==> src/rtl/fpu_dispatch_q_pkg.sv <==
// Shared opcode, unit-select and FSM definitions for the FP dispatch queue.
package fpu_dispatch_q_pkg;

  localparam logic [3:0] OP_ADD    = 4'd0;
  localparam logic [3:0] OP_SUB    = 4'd1;
  localparam logic [3:0] OP_MUL    = 4'd2;
  localparam logic [3:0] OP_DIV    = 4'd3;
  localparam logic [3:0] OP_FNEG   = 4'd4;
  localparam logic [3:0] OP_FMV    = 4'd5;
  localparam logic [3:0] OP_FABS   = 4'd6;
  localparam logic [3:0] OP_FSGNJ  = 4'd7;
  localparam logic [3:0] OP_FSGNJN = 4'd8;
  localparam logic [3:0] OP_FSGNJX = 4'd9;

  localparam logic [1:0] SEL_ADDSUB = 2'b00;
  localparam logic [1:0] SEL_MUL    = 2'b01;
  localparam logic [1:0] SEL_DIV    = 2'b10;

  localparam logic [31:0] FP_QNAN = 32'h7FC0_0000;

  typedef enum logic [1:0] {
    ST_IDLE  = 2'd0,
    ST_ISSUE = 2'd1,
    ST_WAIT  = 2'd2,
    ST_RESP  = 2'd3
  } state_t;

  function automatic logic is_unit_op(input logic [3:0] op);
    return op[3:2] == 2'b00;
  endfunction

  function automatic logic [1:0] op_unit_sel(input logic [3:0] op);
    logic [1:0] sel;
    sel = SEL_ADDSUB;
    if (op == OP_MUL) sel = SEL_MUL;
    if (op == OP_DIV) sel = SEL_DIV;
    return sel;
  endfunction

endpackage

==> src/rtl/fpu_dispatch_q_if.sv <==
// Request/response valid-ready channels between the FP issue stage and the dispatch queue.
interface fpu_dispatch_q_if #(
  parameter int TAG_W = 4
);
  logic             req_valid;
  logic             req_ready;
  logic [3:0]       req_op;
  logic [31:0]      req_a;
  logic [31:0]      req_b;
  logic [TAG_W-1:0] req_tag;
  logic             rsp_valid;
  logic             rsp_ready;
  logic [31:0]      rsp_result;
  logic [TAG_W-1:0] rsp_tag;
  logic             rsp_err;

  modport master (
    output req_valid, req_op, req_a, req_b, req_tag, rsp_ready,
    input  req_ready, rsp_valid, rsp_result, rsp_tag, rsp_err
  );

  modport slave (
    input  req_valid, req_op, req_a, req_b, req_tag, rsp_ready,
    output req_ready, rsp_valid, rsp_result, rsp_tag, rsp_err
  );
endinterface

==> src/rtl/fpu_dispatch_q_req_fifo.sv <==
// In-order request FIFO; the head is exposed to the reader one cycle after it is written.
module fpu_req_fifo #(
  parameter int DEPTH = 4,
  parameter int W     = 72
) (
  input  logic                   clk,
  input  logic                   rst,
  input  logic                   push,
  input  logic [W-1:0]           din,
  input  logic                   pop,
  output logic [W-1:0]           dout,
  output logic                   head_vld,
  output logic [$clog2(DEPTH):0] count
);
  localparam int AW = $clog2(DEPTH);
  localparam int CW = AW + 1;

  logic [W-1:0]  mem [DEPTH];
  logic [AW-1:0] wr_ptr;
  logic [AW-1:0] rd_ptr;
  logic [CW-1:0] count_q;
  logic          head_vld_q;

  // Entries pushed on this edge are not counted for head_vld, so a fresh write
  // reaches the FSM one cycle later while a backlog drains without a gap.
  always_ff @(posedge clk) begin
    if (rst) begin
      wr_ptr     <= '0;
      rd_ptr     <= '0;
      count_q    <= '0;
      head_vld_q <= 1'b0;
    end else begin
      if (push) wr_ptr <= wr_ptr + 1'b1;
      if (pop)  rd_ptr <= rd_ptr + 1'b1;
      count_q    <= count_q + CW'(push) - CW'(pop);
      head_vld_q <= (count_q - CW'(pop)) != '0;
    end
  end

  always_ff @(posedge clk) begin
    if (push) mem[wr_ptr] <= din;
  end

  assign dout     = mem[rd_ptr];
  assign head_vld = head_vld_q;
  assign count    = count_q;

endmodule

==> src/rtl/fpu_dispatch_q.sv <==
// Queued FP front-end: local sign-injection ops, dispatch of ADD/SUB/MUL/DIV to shared units, watchdog.
module fpu_dispatch_q
  import fpu_dispatch_q_pkg::*;
#(
  parameter int FIFO_DEPTH  = 4,
  parameter int TAG_W       = 4,
  parameter int TIMEOUT_CYC = 64
) (
  input  logic                        clk,
  input  logic                        rst,
  fpu_dispatch_q_if.slave             bus,
  output logic                        unit_start,
  output logic [1:0]                  unit_sel,
  output logic                        unit_sub,
  output logic [31:0]                 unit_a,
  output logic [31:0]                 unit_b,
  input  logic                        unit_done,
  input  logic [31:0]                 unit_result,
  output logic                        busy,
  output logic [$clog2(FIFO_DEPTH):0] fifo_count
);
  localparam int EW = 4 + 32 + 32 + TAG_W;
  localparam int CW = $clog2(FIFO_DEPTH) + 1;
  localparam int TW = $clog2(TIMEOUT_CYC) + 1;

  logic [EW-1:0]    fifo_din;
  logic [EW-1:0]    fifo_head;
  logic             fifo_push;
  logic             fifo_pop;
  logic             head_vld;
  logic [3:0]       head_op;
  logic [31:0]      head_a;
  logic [31:0]      head_b;
  logic [TAG_W-1:0] head_tag;
  logic [32:0]      local_res;

  state_t           state;
  logic [TW-1:0]    timer;
  logic             rsp_valid_q;
  logic             rsp_err_q;
  logic [31:0]      rsp_result_q;
  logic [TAG_W-1:0] rsp_tag_q;

  // Returns {err, result}; unit opcodes never reach this path.
  function automatic logic [32:0] local_exec(input logic [3:0] op,
                                             input logic [31:0] a,
                                             input logic [31:0] b);
    logic [32:0] r;
    r = {1'b1, FP_QNAN};
    case (op)
      OP_FNEG:   r = {1'b0, ~a[31], a[30:0]};
      OP_FMV:    r = {1'b0, a};
      OP_FABS:   r = {1'b0, 1'b0, a[30:0]};
      OP_FSGNJ:  r = {1'b0, b[31], a[30:0]};
      OP_FSGNJN: r = {1'b0, ~b[31], a[30:0]};
      OP_FSGNJX: r = {1'b0, a[31] ^ b[31], a[30:0]};
      default:   r = {1'b1, FP_QNAN};
    endcase
    return r;
  endfunction

  assign bus.req_ready = (fifo_count < CW'(FIFO_DEPTH));
  assign fifo_push     = bus.req_valid & bus.req_ready;
  assign fifo_din      = {bus.req_op, bus.req_a, bus.req_b, bus.req_tag};
  assign fifo_pop      = (state == ST_IDLE) & head_vld;
  assign {head_op, head_a, head_b, head_tag} = fifo_head;
  assign local_res     = local_exec(head_op, head_a, head_b);

  fpu_req_fifo #(
    .DEPTH (FIFO_DEPTH),
    .W     (EW)
  ) u_req_fifo (
    .clk      (clk),
    .rst      (rst),
    .push     (fifo_push),
    .din      (fifo_din),
    .pop      (fifo_pop),
    .dout     (fifo_head),
    .head_vld (head_vld),
    .count    (fifo_count)
  );

  // Dispatch FSM: head pop -> (ISSUE -> WAIT) -> RESP -> IDLE
  always_ff @(posedge clk) begin
    if (rst) begin
      state        <= ST_IDLE;
      timer        <= '0;
      unit_start   <= 1'b0;
      unit_sel     <= SEL_ADDSUB;
      unit_sub     <= 1'b0;
      unit_a       <= '0;
      unit_b       <= '0;
      rsp_valid_q  <= 1'b0;
      rsp_err_q    <= 1'b0;
      rsp_result_q <= '0;
      rsp_tag_q    <= '0;
    end else begin
      case (state)
        ST_IDLE: begin
          if (head_vld) begin
            rsp_tag_q <= head_tag;
            if (is_unit_op(head_op)) begin
              unit_a     <= head_a;
              unit_b     <= head_b;
              unit_sel   <= op_unit_sel(head_op);
              unit_sub   <= (head_op == OP_SUB);
              unit_start <= 1'b1;
              state      <= ST_ISSUE;
            end else begin
              rsp_err_q    <= local_res[32];
              rsp_result_q <= local_res[31:0];
              rsp_valid_q  <= 1'b1;
              state        <= ST_RESP;
            end
          end
        end
        ST_ISSUE: begin
          unit_start <= 1'b0;
          timer      <= '0;
          state      <= ST_WAIT;
        end
        ST_WAIT: begin
          timer <= timer + 1'b1;
          if (unit_done) begin
            rsp_result_q <= unit_result;
            rsp_err_q    <= 1'b0;
            rsp_valid_q  <= 1'b1;
            state        <= ST_RESP;
          end else if (timer == TW'(TIMEOUT_CYC - 1)) begin
            rsp_result_q <= FP_QNAN;
            rsp_err_q    <= 1'b1;
            rsp_valid_q  <= 1'b1;
            state        <= ST_RESP;
          end
        end
        ST_RESP: begin
          if (bus.rsp_ready) begin
            rsp_valid_q <= 1'b0;
            state       <= ST_IDLE;
          end
        end
        default: state <= ST_IDLE;
      endcase
    end
  end

  assign bus.rsp_valid  = rsp_valid_q;
  assign bus.rsp_result = rsp_result_q;
  assign bus.rsp_tag    = rsp_tag_q;
  assign bus.rsp_err    = rsp_err_q;
  assign busy           = (state != ST_IDLE) | (fifo_count != '0);

endmodule

==> src/flat_wrapper.sv <==
// flat-port wrapper written by rule: the top's interface ports become plain ports
module fpu_dispatch_q_flat import fpu_dispatch_q_pkg::*;
#(
  parameter int FIFO_DEPTH  = 4,
  parameter int TAG_W       = 4,
  parameter int TIMEOUT_CYC = 64
)
  (clk, rst, unit_start, unit_sel, unit_sub, unit_a, unit_b, unit_done, unit_result, busy, fifo_count, bus_req_valid, bus_req_op, bus_req_a, bus_req_b, bus_req_tag, bus_rsp_ready, bus_req_ready, bus_rsp_valid, bus_rsp_result, bus_rsp_tag, bus_rsp_err);
  fpu_dispatch_q_if #(.TAG_W(TAG_W)) bus_i ();
  input  logic clk;
  input  logic rst;
  output logic unit_start;
  output logic [1:0] unit_sel;
  output logic unit_sub;
  output logic [31:0] unit_a;
  output logic [31:0] unit_b;
  input  logic unit_done;
  input  logic [31:0] unit_result;
  output logic busy;
  output logic [$clog2(FIFO_DEPTH):0] fifo_count;
  input wire logic [$bits(bus_i.req_valid)-1:0] bus_req_valid;
  input wire logic [$bits(bus_i.req_op)-1:0] bus_req_op;
  input wire logic [$bits(bus_i.req_a)-1:0] bus_req_a;
  input wire logic [$bits(bus_i.req_b)-1:0] bus_req_b;
  input wire logic [$bits(bus_i.req_tag)-1:0] bus_req_tag;
  input wire logic [$bits(bus_i.rsp_ready)-1:0] bus_rsp_ready;
  output wire logic [$bits(bus_i.req_ready)-1:0] bus_req_ready;
  output wire logic [$bits(bus_i.rsp_valid)-1:0] bus_rsp_valid;
  output wire logic [$bits(bus_i.rsp_result)-1:0] bus_rsp_result;
  output wire logic [$bits(bus_i.rsp_tag)-1:0] bus_rsp_tag;
  output wire logic [$bits(bus_i.rsp_err)-1:0] bus_rsp_err;
  assign bus_i.req_valid = bus_req_valid;
  assign bus_i.req_op = bus_req_op;
  assign bus_i.req_a = bus_req_a;
  assign bus_i.req_b = bus_req_b;
  assign bus_i.req_tag = bus_req_tag;
  assign bus_i.rsp_ready = bus_rsp_ready;
  assign bus_req_ready = bus_i.req_ready;
  assign bus_rsp_valid = bus_i.rsp_valid;
  assign bus_rsp_result = bus_i.rsp_result;
  assign bus_rsp_tag = bus_i.rsp_tag;
  assign bus_rsp_err = bus_i.rsp_err;
  fpu_dispatch_q #(.FIFO_DEPTH(FIFO_DEPTH), .TAG_W(TAG_W), .TIMEOUT_CYC(TIMEOUT_CYC)) u_core (.clk(clk), .rst(rst), .bus(bus_i), .unit_start(unit_start), .unit_sel(unit_sel), .unit_sub(unit_sub), .unit_a(unit_a), .unit_b(unit_b), .unit_done(unit_done), .unit_result(unit_result), .busy(busy), .fifo_count(fifo_count));
endmodule
==> config.mk <==
export PLATFORM = sky130hd
export DESIGN_NAME = fpu_dispatch_q_flat
export DESIGN_NICKNAME = d
export VERILOG_FILES = /design/src/rtl/fpu_dispatch_q_pkg.sv /design/src/rtl/fpu_dispatch_q_if.sv /design/src/rtl/fpu_dispatch_q_req_fifo.sv /design/src/rtl/fpu_dispatch_q.sv /design/src/flat_wrapper.sv
export SDC_FILE = /design/constraint.sdc
export NUM_CORES = 1
export LEC_CHECK = 0
export ABC_CLOCK_PERIOD_IN_PS = 4100
export CORE_MARGIN = 8
export CORE_UTILIZATION = 45
export CTS_CLUSTER_DIAMETER = 200
export DETAILED_ROUTE_END_ITERATION = 8
export MAX_ROUTING_LAYER = met4
export PLACE_DENSITY = 0.68
export SYNTH_ARGS = -nofsm -noshare
export SYNTH_HDL_FRONTEND = slang
export SYNTH_SLANG_ARGS = --single-unit
==> constraint.sdc <==
create_clock -name clk -period 4.1 [get_ports clk]
set_clock_uncertainty 0.15 [all_clocks]
set_input_delay 0.615 -clock clk [delete_from_list [all_inputs] [get_ports clk]]
set_output_delay 0.615 -clock clk [all_outputs]
set_load 0.01 [all_outputs]
==> flow_summary.yaml, run 1 <==
outcome:
  status: "finished clean"
timing:
  tns_ns: 0
  worst_slew_pin_slew_ns: 0.935
  whs_ns: 0.303
  finalHoldViolCount: 0
  setup-violations-final: 0
  max_freq_mhz: 330
  worst_slack_ns: 1.07
  slew_viol_final: 0
  final.min_clock_period_ns: 3.03
  fin_crit_sh: 0.739
  relSlewSlack: 0.377
  rsz0062_at_grt: "false"
route:
  routed_wirelength_um: 37000
  first_pass_iters: 4
  viasPerCell: 5.31
  via_count: 9053
  drc: 0
  drt_iter0_markers: 531
  avgRoutedWirePerCell_um: 21.7
  final_antenna_net_count: 0
placed_design:
  dp_hpwl_um: 23900
  gp_congestion: 0.764
  dp_slack_ns: 1.01
  portBuffers: 219
synth:
  syn_area_um2: 15600
  synth_edf_count: 288
  ys_seq_elements: 413
  synthArstFlopShare: 0
  syn_avg_cell_area_um2: 15.9
  synth_warnings: 0
  synth_ff_type: "edfxtp_1"
  syn_inst: 980
  synthDistinctLibCells: 44
  seq_area_frac_synth: 0.717
  syn-num-nets: 1103
power:
  peakVddDrop_mv: 0.470
  comb_power_share: 0.284
  power_frac_clock: 0.297
  finalPower_w: 0.0128
  p_leak_nw: 6.44
  powerDensity_nw_per_um2: 648
  switchingPower_w: 0.00381
  internal_power_w: 0.00899
  switching_share: 0.298
  sequentialPowerShare: 0.419
clock_network:
  postCtsSetupBuffers: 0
  cts-htree-levels: 2
  clk_pin_slew_ns: 0.06
  cts_sinks: 413
  ctsResizeCount: 0
  cts_tree: "built"
  cts_buffers: 43
  clk_path_buf_depth: 3
  clk_latency_ns: 0.53
  root_buffer: "clkbuf_16"
  holdBufCountCts: 0
floorplan:
  die_w_um: 202
  start_util: 0.454
  num_io_pins: 220
  core_area_um2: 34300
  die_area_um2: 40800
  rows: 68
  die_h_um: 202
cells_and_area:
  syn_to_final_growth_pct: 26.9
  fin_nets: 1330
  final_common_cell: "edfxtp_1"
  layout_common_cells: "288 x edfxtp_1, 218 x clkdlybuf4s50_1, 161 x nand2_1"
  drive_gt1_frac: 0.170
setup_path:
  required_ns: 4.40
  cp.arrival_ns: 3.33
  r2r_setup_slack_ns: 1.07
  critPathMaxFanout: 22
  cp-end-kind: "register"
  critical_path_class: "register to register"
  r2r_cells: 6
  r2r_end: "u_core.bus.rsp_result[12]$_SDFFE_PP0P_"
  start_kind: "register"
grt:
  grt_overflow_total: 0
  grt_max_degree: 74
  grt_pass1_vias: 9578
  track_usage: 0.182
  antenna_found_initial: 7
  grt_pass1_wl_um: 56600
flow_run:
  cap_violations: 0
hold_path:
  hp-class: "register to register"
  hp-start: "u_core.unit_a[23]$_SDFFE_PP0P_"
  min_to: "u_core.unit_a[23]$_SDFFE_PP0P_"
  hold_depth: 2
[cells by family after synthesis]
| logic type | synth area share |
|---|---|
| flip-flops | 0.717 |
| AND/OR/NAND/NOR | 0.0798 |
| AO/OA/AOI/OAI | 0.0586 |
| multiplexers | 0.106 |
| buffers and inverters | 0.0205 |
| adder cells (fa/ha/maj) | 0.0117 |
| XOR/XNOR | 0.00676 |
[metal layers]
layer  global-route usage  wire [um]  vias to the layer above  part of all wire
met2                0.296      18000                      261              0.49
met4               0.0459        744                        0             0.020
li1                     -          -                     4168                 -
met1                0.229      16000                     4573              0.43
met5                    -          0                        -                 0
met3               0.0427       2270                       51             0.061
[final cells by class]
cell class	count	area, um2
timing repair buffer	240	2430
clock inverter	18	180
fill	2667	14500
clock buffer	62	1210
tap	455	569
multi-input combinational	494	4120
antenna	7	17.5
inverter	15	56.3
sequential	413	11200
[synthesized netlist by cell type (2+ instances only)]
cell type	n	area share
inv_1	15	0.0036
nand3_1	4	0.0013
buf_1	6	0.0014
dfxtp_1	125	0.16
mux4_2	72	0.10
clkbuf_1	35	0.0084
ha_1	13	0.010
a311oi_1	6	0.0034
nor2_1	49	0.012
nand2b_1	6	0.0024
nand3b_1	4	0.0019
o221ai_1	3	0.0017
nor2b_1	4	0.0016
and2_1	4	0.0016
buf_4	2	0.00097
a221oi_1	2	0.0011
or3_1	3	0.0012
nor3_2	21	0.014
a211oi_1	3	0.0014
mux2i_1	2	0.0013
buf_2	12	0.0039
edfxtp_1	288	0.56
o21ai_0	4	0.0013
a21o_1	2	0.00097
xor2_1	7	0.0039
a21oi_1	79	0.025
buf_6	3	0.0022
nor3_1	5	0.0016
xnor2_1	5	0.0028
nand2_1	161	0.039
a221oi_2	20	0.019
nand4_1	3	0.0012
[critical path: stages (launching register included)]
cell and delay (ns):
dfxtp_4 0.63, mux4_2 0.66, nor3b_2 0.39, or3_2 0.50, buf_4 0.35, a221oi_2 0.06
nor3_2 0.19
[per-stage QoR]
step | cell area, um2 | utilization | cells
floorplan | 15600 | - | 980
global placement | 18300 | 0.535 | 1617
detailed placement | 18300 | 0.535 | 1617
CTS | 19700 | 0.575 | 1697
global route | 19700 | 0.576 | 1704
finish | 19700 | 0.576 | 1704
[power groups by stage]
stage	clock [W]	combinational, W	sequential, W
final	0.00380	0.00363	0.00536
after global placement	0	0.00362	0.00544
after floorplan	0	0.00227	0.00546
after global routing	0.00404	0.00394	0.00543
after detailed placement	0	0.00366	0.00546
after CTS	0.00387	0.00369	0.00537
[state kept, by name, indices dropped and copies added (netlist names), named ones only]
name / cells
u_core.unit_sub: 1
u_core.bus.rsp_tag: 4
u_core.unit_sel: 2
u_core.bus.rsp_valid: 1
u_core.unit_start: 1
u_core.u_req_fifo.head_vld: 1
u_core.unit_a: 32
u_core.timer: 7
u_core.u_req_fifo.rd_ptr: 2
u_core.u_req_fifo.wr_ptr: 2
u_core.bus.rsp_err: 1
u_core.u_req_fifo.count: 3
u_core.unit_b: 32
u_core.bus.rsp_result: 32
u_core.u_req_fifo.mem: 288
u_core.state: 2
[worst max-delay path by stage]
stage,endpoint,startpoint,slack [ns]
2_1_floorplan,u_core.u_req_fifo.mem[1][0]$_DFFE_PP_,bus_req_valid,0.83
4_1_cts,u_core.bus.rsp_result[12]$_SDFFE_PP0P_,register,1.03
5_1_grt,u_core.bus.rsp_result[13]$_SDFFE_PP0P_,register,0.94
6_report,u_core.bus.rsp_result[12]$_SDFFE_PP0P_,register,1.07
3_3_place_gp,u_core.u_req_fifo.count[2]$_SDFF_PP0_,bus_req_valid,0.96
3_5_place_dp,u_core.u_req_fifo.count[2]$_SDFF_PP0_,bus_req_valid,1.01
No activity file was read; power rests on OpenSTA's default activity.
==> run 2, diff against run 1 <==
Settings changed: ABC_CLOCK_PERIOD_IN_PS 4100 to 3000.
Clock period 4.1 ns to 3 ns, I/O delays scaled along.
==> flow_summary.yaml, run 2 (same netlist as run 1, synthesis figures left out) <==
hold_path:
  hp-start: "rst"
  hp-class: "input pin to register"
  min_to: "u_core.u_req_fifo.count[1]$_SDFF_PP0_"
  hold_depth: 2
grt:
  use_met1: 0.230
  grt_pass1_wl_um: 55700
  track_usage: 0.179
  use_met2: 0.287
  antenna_found_initial: 6
  grt_use_met3: 0.0400
  grt_pass1_vias: 9509
  grt_overflow_total: 0
  grt-busiest-layer: "met2"
  grt_max_degree: 70
clock_network:
  root_buffer: "clkbuf_16"
  ctsResizeCount: 0
  clk_path_buf_depth: 3
  cts_sinks: 413
  clk_latency_ns: 0.53
  cts_buffers: 43
  clk_pin_slew_ns: 0.06
  holdBufCountCts: 0
  postCtsSetupBuffers: 0
  cts_tree: "built"
  cts-htree-levels: 2
timing:
  slew_viol_final: 0
  rsz0062_at_grt: "false"
  relSlewSlack: 0.376
  max_freq_mhz: 387
  fin_crit_sh: 0.862
  finalHoldViolCount: 0
  setup-violations-final: 0
  tns_ns: 0
  final.min_clock_period_ns: 2.59
  whs_ns: 0.225
  worst_slew_pin_slew_ns: 0.934
power:
  powerDensity_nw_per_um2: 886
  peakVddDrop_mv: 0.515
  p_leak_nw: 6.53
cells_and_area:
  drive_gt1_frac: 0.177
  fin_nets: 1339
  largest_register_ffs: 288
  layout_common_cells: "288 x edfxtp_1, 218 x clkdlybuf4s50_1, 161 x nand2_1"
  final_common_cell: "edfxtp_1"
  regMostFlops: "u_core.u_req_fifo.mem"
  syn_to_final_growth_pct: 28.3
setup_path:
  critPathMaxFanout: 22
  r2r_end: "u_core.bus.rsp_result[3]$_SDFFE_PP0P_"
  worstPathCellList: "mux4_2, or3b_4, a21oi_4, buf_4, a221oi_1, nor3_1"
  start_kind: "register"
  critical_path_class: "register to register"
  critPathSlowestCell: "dfxtp_4"
  cpPeakStageDelay_ns: 0.54
  r2r_setup_slack_ns: 0.41
  cp-end-kind: "register"
  cp.arrival_ns: 2.88
  required_ns: 3.29
  r2r_cells: 6
route:
  first_pass_iters: 5
  final_antenna_net_count: 0
  avgRoutedWirePerCell_um: 21.1
  drt_iter0_markers: 486
  drc: 0
  viasPerCell: 5.29
  routed_wirelength_um: 36100
  via_count: 9038
floorplan:
  start_util: 0.454
  rows: 68
  die_h_um: 202
  die_area_um2: 40800
  num_io_pins: 220
  die_w_um: 202
  core_area_um2: 34300
placed_design:
  portBuffers: 219
  gp_congestion: 0.759
  dp_hpwl_um: 23600
outcome:
  status: "finished clean"
flow_run:
  cap_violations: 0
-- run 2: area by class of cell --
cell class | count | area, um2
Antenna cell | 6 | 15.0
Multi-Input combinational cell | 494 | 4120
Fill cell | 2654 | 14300
Clock inverter | 17 | 185
Timing Repair Buffer | 249 | 2620
Inverter | 15 | 56.3
Tap cell | 455 | 569
Sequential cell | 413 | 11200
Clock buffer | 61 | 1240
-- run 2: stage by stage --
| step | utilization | power (W) | instance area, um2 | instances | setup slack, ns |
|---|---|---|---|---|---|
| floorplan | - | 0.0105 | 15600 | 980 | 0.649 |
| global placement | 0.540 | 0.0125 | 18500 | 1626 | 0.379 |
| detailed placement | 0.540 | 0.0126 | 18500 | 1626 | 0.308 |
| CTS | 0.581 | 0.0179 | 19900 | 1704 | 0.392 |
| global route | 0.582 | 0.0186 | 20000 | 1710 | 0.261 |
| finish | 0.582 | 0.0177 | 20000 | 1710 | 0.415 |
-- run 2: per-layer routing --
layer / up-vias / part of all wire
met5: - / 0
li1: 4185 / -
met2: 264 / 0.49
met4: 0 / 0.021
met3: 61 / 0.064
met1: 4528 / 0.43
-- run 2: worst max-delay path by stage --
stage / start / cells after the start / to
final: register / 6 / u_core.bus.rsp_result[3]$_SDFFE_PP0P_
after CTS: register / 6 / u_core.bus.rsp_result[3]$_SDFFE_PP0P_
after floorplan: u_core.state[0]$_SDFFE_PP0P_ / 10 / u_core.u_req_fifo.count[2]$_SDFF_PP0_
after global routing: u_core.state[1]$_SDFFE_PP0P_ / 10 / u_core.u_req_fifo.count[2]$_SDFF_PP0_
after global placement: unit_done / 7 / u_core.bus.rsp_result[6]$_SDFFE_PP0P_
after detailed placement: unit_done / 7 / u_core.bus.rsp_result[13]$_SDFFE_PP0P_
-- run 2: where the power goes --
group | internal [W] | switching (W) | total, W
Clock | 0.00321 | 0.00207 | 0.00528
Sequential | 0.00691 | 0.000342 | 0.00725
Combinational | 0.00242 | 0.00272 | 0.00514
Total | 0.0125 | 0.00513 | 0.0177
-- run 2: worst max-delay path: cells and delay by family, from the launching register on --
kind / cells / cell delay, ns
DFF: 1 / 0.54
buffers and inverters: 1 / 0.37
AOI/OAI and AO/OA: 2 / 0.29
and+or+nand+nor: 2 / 0.66
muxes: 1 / 0.46
